**config.mk**
```make
export PLATFORM = sky130hd
export DESIGN_NAME = special_pc_unit_flat
export DESIGN_NICKNAME = d
export VERILOG_FILES = /design/src/rtl/special_pc_pkg.sv /design/src/rtl/special_pc_unit_if.sv /design/src/rtl/spc_table.sv /design/src/rtl/special_pc_unit.sv /design/src/flat_wrapper.sv
export SDC_FILE = /design/constraint.sdc
export NUM_CORES = 1
export LEC_CHECK = 0
export CAP_MARGIN = 20
export CORE_MARGIN = 5
export CORE_UTILIZATION = 40
export DETAILED_ROUTE_END_ITERATION = 8
export HOLD_SLACK_MARGIN = 0.06
export SYNTH_ARGS = -nofsm -noshare
export SYNTH_HDL_FRONTEND = slang
export SYNTH_SLANG_ARGS = --single-unit
```
**constraint.sdc**
```tcl
create_clock -name clk -period 3.3 [get_ports clk]
set_clock_uncertainty 0.1 [all_clocks]
set_input_delay 0.66 -clock clk [delete_from_list [all_inputs] [get_ports clk]]
set_output_delay 0.66 -clock clk [all_outputs]
set_load 0.05 [all_outputs]
```
**src/rtl/special_pc_pkg.sv**
```systemverilog
// Shared types and default sizes for the special PC learning table.
package special_pc_pkg;

  localparam int unsigned DefAddressBits = 20;
  localparam int unsigned DefDataWidth   = 32;
  localparam int unsigned DefNumEntries  = 8;

  typedef enum logic [1:0] {
    StIdle,
    StSearch,
    StResp
  } spc_state_e;

  // One table entry at the default storage width.
  typedef struct packed {
    logic                    valid;
    logic [DefDataWidth-1:0] tag;
    logic [DefDataWidth-1:0] target;
  } spc_entry_t;

endpackage

```
**src/rtl/special_pc_unit_if.sv**
```systemverilog
// Request/response bundle between the fetch PC path (master) and special_pc_unit (slave).
interface special_pc_unit_if #(
  parameter int unsigned ADDRESS_BITS = special_pc_pkg::DefAddressBits
);
  logic                    en;
  logic [ADDRESS_BITS-1:0] curr_pc;
  logic                    done;
  logic                    valid;
  logic [ADDRESS_BITS-1:0] out_pc;

  modport master (
    output en,
    output curr_pc,
    input  done,
    input  valid,
    input  out_pc
  );

  modport slave (
    input  en,
    input  curr_pc,
    output done,
    output valid,
    output out_pc
  );
endinterface

```
**src/rtl/spc_table.sv**
```systemverilog
// Entry storage for special_pc_unit: one write port, one indexed target read and a
// per-entry match vector against the search key.
module spc_table
  import special_pc_pkg::*;
#(
  parameter int unsigned DATA_WIDTH  = DefDataWidth,
  parameter int unsigned NUM_ENTRIES = DefNumEntries,
  localparam int unsigned IdxW       = $clog2(NUM_ENTRIES)
) (
  input  logic                   clk,
  input  logic                   rst,
  input  logic                   we,
  input  logic [IdxW-1:0]        wr_idx,
  input  logic [DATA_WIDTH-1:0]  wr_tag,
  input  logic [DATA_WIDTH-1:0]  wr_target,
  input  logic [DATA_WIDTH-1:0]  key,
  output logic [NUM_ENTRIES-1:0] match_vec,
  input  logic [IdxW-1:0]        rd_idx,
  output logic [DATA_WIDTH-1:0]  rd_target
);

  logic [NUM_ENTRIES-1:0] valid_q;
  logic [DATA_WIDTH-1:0]  tag_q    [NUM_ENTRIES];
  logic [DATA_WIDTH-1:0]  target_q [NUM_ENTRIES];

  always_ff @(posedge clk or negedge rst) begin
    if (!rst) begin
      valid_q <= '0;
      for (int i = 0; i < NUM_ENTRIES; i++) begin
        tag_q[i]    <= '0;
        target_q[i] <= '0;
      end
    end else if (we) begin
      valid_q[wr_idx]  <= 1'b1;
      tag_q[wr_idx]    <= wr_tag;
      target_q[wr_idx] <= wr_target;
    end
  end

  always_comb begin
    match_vec = '0;
    for (int i = 0; i < NUM_ENTRIES; i++) begin
      match_vec[i] = valid_q[i] && (tag_q[i] == key);
    end
  end

  assign rd_target = target_q[rd_idx];

endmodule

```
**src/rtl/special_pc_unit.sv**
```systemverilog
// special_pc_unit: remembers the PC that followed a triggering PC and replays it on a hit.
// Define SPECIAL_PC_PARALLEL_LOOKUP_EN to compare every entry in the first search cycle.
module special_pc_unit
  import special_pc_pkg::*;
#(
  parameter int unsigned ADDRESS_BITS = DefAddressBits,
  parameter int unsigned DATA_WIDTH   = DefDataWidth,
  parameter int unsigned NUM_ENTRIES  = DefNumEntries
) (
  input logic              clk,
  input logic              rst,
  special_pc_unit_if.slave bus
);

  localparam int unsigned IdxW = $clog2(NUM_ENTRIES);

  spc_state_e              state_q;
  logic                    en_q;
  logic                    arm_q;
  logic [ADDRESS_BITS-1:0] key_pc_q;
  logic [ADDRESS_BITS-1:0] succ_pc_q;
  logic [ADDRESS_BITS-1:0] out_pc_q;
  logic [IdxW-1:0]         idx_q;
  logic [IdxW-1:0]         rr_q;
  logic                    done_q;
  logic                    valid_q;

  logic                    trigger;
  logic                    hit;
  logic                    last;
  logic                    tbl_we;
  logic [ADDRESS_BITS-1:0] succ_now;
  logic [DATA_WIDTH-1:0]   key_word;
  logic [DATA_WIDTH-1:0]   succ_word;
  logic [NUM_ENTRIES-1:0]  match_vec;
  logic [IdxW-1:0]         rd_idx;
  logic [DATA_WIDTH-1:0]   rd_target;

  // arm_q blocks a request when en is already high as reset releases; en must be seen low first.
  assign trigger   = bus.en & ~en_q & arm_q & (state_q == StIdle);
  // The successor is curr_pc on the first search edge, so a decision on that edge uses it live.
  assign succ_now  = (idx_q == '0) ? bus.curr_pc : succ_pc_q;
  assign key_word  = DATA_WIDTH'(key_pc_q);
  assign succ_word = DATA_WIDTH'(succ_now);

`ifdef SPECIAL_PC_PARALLEL_LOOKUP_EN
  always_comb begin
    rd_idx = '0;
    for (int i = NUM_ENTRIES - 1; i >= 0; i--) begin
      if (match_vec[i]) rd_idx = IdxW'(i);
    end
  end
  assign hit  = |match_vec;
  assign last = 1'b1;
`else
  localparam logic [IdxW-1:0] LastIdx = IdxW'(NUM_ENTRIES - 1);
  assign rd_idx = idx_q;
  assign hit    = match_vec[idx_q];
  assign last   = (idx_q == LastIdx);
`endif

  assign tbl_we = (state_q == StSearch) & ~hit & last;

  spc_table #(
    .DATA_WIDTH (DATA_WIDTH),
    .NUM_ENTRIES(NUM_ENTRIES)
  ) u_table (
    .clk      (clk),
    .rst      (rst),
    .we       (tbl_we),
    .wr_idx   (rr_q),
    .wr_tag   (key_word),
    .wr_target(succ_word),
    .key      (key_word),
    .match_vec(match_vec),
    .rd_idx   (rd_idx),
    .rd_target(rd_target)
  );

  if (DATA_WIDTH > ADDRESS_BITS) begin : g_unused_hi
    logic unused_target_hi;
    assign unused_target_hi = ^rd_target[DATA_WIDTH-1:ADDRESS_BITS];
  end

  always_ff @(posedge clk or negedge rst) begin
    if (!rst) begin
      state_q   <= StIdle;
      en_q      <= 1'b0;
      arm_q     <= 1'b0;
      key_pc_q  <= '0;
      succ_pc_q <= '0;
      out_pc_q  <= '0;
      idx_q     <= '0;
      rr_q      <= '0;
      done_q    <= 1'b0;
      valid_q   <= 1'b0;
    end else begin
      en_q <= bus.en;
      if (!bus.en) arm_q <= 1'b1;
      unique case (state_q)
        StIdle: begin
          done_q  <= 1'b0;
          valid_q <= 1'b0;
          if (trigger) begin
            state_q  <= StSearch;
            key_pc_q <= bus.curr_pc;
            idx_q    <= '0;
          end
        end
        StSearch: begin
          if (idx_q == '0) succ_pc_q <= bus.curr_pc;
          if (hit) begin
            out_pc_q <= rd_target[ADDRESS_BITS-1:0];
            valid_q  <= 1'b1;
            done_q   <= 1'b1;
            state_q  <= StResp;
          end else if (last) begin
            out_pc_q <= succ_now;
            valid_q  <= 1'b0;
            done_q   <= 1'b1;
            rr_q     <= rr_q + 1'b1;
            state_q  <= StResp;
          end else begin
            idx_q <= idx_q + 1'b1;
          end
        end
        StResp: begin
          done_q  <= 1'b0;
          valid_q <= 1'b0;
          state_q <= StIdle;
        end
        default: state_q <= StIdle;
      endcase
    end
  end

  assign bus.done   = done_q;
  assign bus.valid  = valid_q;
  assign bus.out_pc = out_pc_q;

endmodule

```
**src/flat_wrapper.sv**
```systemverilog
// flat-port wrapper written by rule: the top's interface ports become plain ports
module special_pc_unit_flat import special_pc_pkg::*;
#(
  parameter int unsigned ADDRESS_BITS = DefAddressBits,
  parameter int unsigned DATA_WIDTH   = DefDataWidth,
  parameter int unsigned NUM_ENTRIES  = DefNumEntries
)
  (clk, rst, bus_en, bus_curr_pc, bus_done, bus_valid, bus_out_pc);
  special_pc_unit_if #(.ADDRESS_BITS(ADDRESS_BITS)) bus_i ();
  input logic clk;
  input logic rst;
  input wire logic [$bits(bus_i.en)-1:0] bus_en;
  input wire logic [$bits(bus_i.curr_pc)-1:0] bus_curr_pc;
  output wire logic [$bits(bus_i.done)-1:0] bus_done;
  output wire logic [$bits(bus_i.valid)-1:0] bus_valid;
  output wire logic [$bits(bus_i.out_pc)-1:0] bus_out_pc;
  assign bus_i.en = bus_en;
  assign bus_i.curr_pc = bus_curr_pc;
  assign bus_done = bus_i.done;
  assign bus_valid = bus_i.valid;
  assign bus_out_pc = bus_i.out_pc;
  special_pc_unit #(.ADDRESS_BITS(ADDRESS_BITS), .DATA_WIDTH(DATA_WIDTH), .NUM_ENTRIES(NUM_ENTRIES)) u_core (.clk(clk), .rst(rst), .bus(bus_i));
endmodule
```
==> results.py <==
metrics = {
    "critical_path": {
        "path_class": "reg2reg",
        "crit_required_ns": 3.65,
        "arrival_ns": 3.58,
        "rr_worst_depth": 10,
        "cp_max_fo": 11,
        "r2r_end": "u_core.u_table.tag_q[32]",
        "worstReg2RegStart": "u_core.key_pc_q[9]",
        "slowest_delay_ns": 0.59,
        "cp-start-kind": "flop",
        "r2r_setup_slack_ns": 0.07,
        "path_cells": "buf_4 -> xor2_1 -> nor4_1 -> nand4_1 -> or4_4 -> buf_4 -> a22oi_4 -> or4_4 -> buf_12 -> mux2_2",
        "end_kind": "flop",
        "crit_slowest_cell": "or4_4",
    },
    "placement": {
        "io_buffers": 44,
        "dp_hpwl_um": 31300,
        "gp_congestion": 0.778,
    },
    "route": {
        "vias": 11600,
        "wl_per_cell_um": 22.3,
        "vias_per_cell": 5.41,
        "first_iter_violations": 523,
        "post-route-drc-count": 0,
        "firstDrtPassIters": 4,
        "ant_nets": 0,
        "wirelength_um": 47800,
    },
    "yosys": {
        "synth.area.mux_share": 0.268,
        "syn_inst": 1417,
        "synth_xor_area_frac": 0.0737,
        "post_synth_and_or_nand_nor_area_fraction": 0.0634,
        "synth_edf_count": 0,
        "syn_nets": 1444,
        "synth_compound_area_frac": 0.0295,
        "ys_seq_area_frac": 0.520,
        "synth-main-ff-cell": "dfrtp_1",
        "syn_area_per_cell_um2": 13.6,
        "netlist_area_um2": 19200,
        "synth_warnings": 0,
        "synth_seq_cells": 400,
        "synth_top_family_by_area": "multiplexers",
        "synthArstFlopShare": 1.00,
        "yosysUniqueCellTypes": 44,
        "synthAdderAreaFrac": 0.00260,
    },
    "grt": {
        "overflow": 0,
        "grtUsageTotal": 0.181,
        "grt_pass1_vias": 12200,
        "grt_max_degree": 85,
        "antenna_found_initial": 0,
        "grt_pass1_wl_um": 74800,
    },
    "layout": {
        "final_util": 0.475,
        "multi_input_area_um2": 8510,
        "regArea_um2": 10000,
        "layout_commonest_cell": "dfrtp_1",
        "final_cell_mix": "dfrtp_1 (396), mux2_2 (243), mux2_1 (117), xnor2_1 (85)",
        "diodes": 0,
        "nets": 1530,
        "syn2layout_area_growth_pct": 17.5,
        "nFillCells": 4257,
        "drive_gt1_frac": 0.322,
    },
    "flow_run": {
        "drv_cap": 0,
    },
    "worst_hold_path": {
        "hold_depth": 1,
        "hold_path_class": "reg2reg",
        "min-delay-start": "u_core.u_table.valid_q[3]",
        "hold_path_end": "u_core.u_table.valid_q[3]",
    },
    "floorplan": {
        "die_y_um": 229,
        "num_io_pins": 45,
        "start_util": 0.404,
        "rows": 80,
        "die-area_um2": 52600,
        "dieWidth_um": 229,
        "coreArea_um2": 47600,
    },
    "timing": {
        "hold_violations": 0,
        "min_period_over_period": 0.978,
        "report.final.slew_viol_count": 0,
        "fmax_mhz": 310,
        "tightest_slew_ns": 0.792,
        "setup_viol": 0,
        "maxSlewHeadroom": 0.472,
        "rsz0062_at_grt": "yes",
        "period_minus_slack_ns": 3.23,
    },
    "run_status": {
        "status": "complete, no violations",
    },
    "clocking": {
        "cts_tree": "yes",
        "cts-root-buf": "clkbuf_16",
        "clkTransAtPathRegs_ns": 0.06,
        "clk_latency_ns": 0.59,
        "clock-sinks": 400,
        "cts_max_level": 2,
        "numCtsBuffers": 46,
        "cts_buffer_depth": 3,
    },
    "power": {
        "finalPower_mw": 17.5,
        "ir_worst_vdd_mv": 0.526,
        "powerDensity_nw_per_um2": 772,
        "p_leak_nw": 10.6,
    },
}
==> how the worst max path moves through the flow <==
stage / from / endpoint / cells after the start / slack, ns
2_1_floorplan: u_core.key_pc_q[6] / u_core.u_table.tag_q[10] / 10 / 0.50
3_3_place_gp: u_core.key_pc_q[6] / u_core.bus.out_pc[3] / 9 / 0.08
3_5_place_dp: u_core.key_pc_q[7] / u_core.u_table.target_q[3] / 9 / 0.03
4_1_cts: u_core.key_pc_q[7] / u_core.u_table.tag_q[0] / 9 / 0.04
5_1_grt: u_core.key_pc_q[0] / u_core.u_table.tag_q[47] / 11 / -0.04
6_report: u_core.key_pc_q[9] / u_core.u_table.tag_q[32] / 10 / 0.07
==> sequential cells by signal (all words and copies together), names as in the netlist <==
signal,flops
u_core.succ_pc_q,20
u_core.idx_q,3
u_core.en_q,1
u_core.arm_q,1
u_core.bus.done,1
u_core.u_table.tag_q,160
u_core.bus.valid,1
u_core.u_table.target_q,160
u_core.bus.out_pc,20
u_core.key_pc_q,20
u_core.state_q,2
u_core.rr_q,3
u_core.u_table.valid_q,8
==> cell families (layout without fill, tap and decap cells) <==
kind of cell    count (synthesis)  count (layout)
compound gates                 78              78
mux                           421             421
flops                         400             400
simple gates                  228             228
fa+ha+maj                       4               4
buf+inv                       124             242
xor+xnor                      162             162
==> metrics by stage <==
stage | area, µm² | cells | hold WS, ns | setup WS, ns | TNS (ns)
5_1_grt | 22600 | 2150 | 0.386 | -0.0397 | -0.653
4_1_cts | 22500 | 2144 | 0.367 | 0.0401 | 0
6_report | 22600 | 2150 | 0.364 | 0.0715 | 0
3_5_place_dp | 20900 | 2063 | 0.352 | 0.0349 | 0
3_3_place_gp | 20900 | 2062 | 0.351 | 0.0794 | 0
2_1_floorplan | 19200 | 1417 | 0.264 | 0.502 | 0
==> per-layer routing <==
| metal | share of wire | wire length, µm | up-vias | global-route usage |
|---|---|---|---|---|
| li1 | - | - | 5238 | - |
| met1 | 0.44 | 21200 | 6105 | 0.245 |
| met2 | 0.50 | 23800 | 214 | 0.305 |
| met3 | 0.034 | 1650 | 73 | 0.0255 |
| met4 | 0.026 | 1240 | 0 | 0.0539 |
| met5 | 0 | 0 | - | 0 |
==> timing repair <==
action,4_1_cts,5_1_grt
endpoints found under the setup margin,0,323
buffers inserted,0,1
hold buffers,1,0
gates resized for setup,0,14
endpoints found under the hold margin,61,0
==> cell type report <==
type / count / share of cell area
clock buffer: 72 / 0.0619
sequential: 400 / 0.443
inverter: 3 / 0.000498
tap: 615 / 0.0340
timing repair buffer: 159 / 0.0775
clock inverter: 8 / 0.00647
multi-input combinational: 893 / 0.377
==> Yosys cell counts, drive strengths merged, types with 6 or more instances <==
library cell  instances  area share
nor2b                24      0.0078
or4                   7      0.0029
buf                  93       0.036
mux4                 40       0.047
xnor2                86       0.039
nor3                  6      0.0016
a32oi                20      0.0091
nor2                 26      0.0051
nor4                 23      0.0075
nand2b               10      0.0033
nand2                69       0.013
o21ai                22      0.0057
nand4                26      0.0085
xor2                 76       0.035
clkbuf               28      0.0055
mux2                361        0.21
o211ai               20      0.0078
dfrtp               400        0.52
nand3                29       0.010
mux2i                20       0.010
==> power breakdown <==
group          internal (mW)  total (mW)  switching, mW
Combinational           2.55        6.17           3.62
Clock                   3.08        5.15           2.07
Sequential              5.54        6.13          0.594
Total                   11.2        17.5           6.28
==> critical path, delay by kind of cell (launching register included) <==
family                    cells  cell delay (ns)
xor gates and xnor gates      1             0.17
DFF                           1             0.40
muxes                         1             0.33
AOI/OAI and AO/OA             1             0.20
and+or+nand+nor               4             1.34
buffers and inverters         3             0.52
Note: power is estimated with default switching activity, not from simulation.
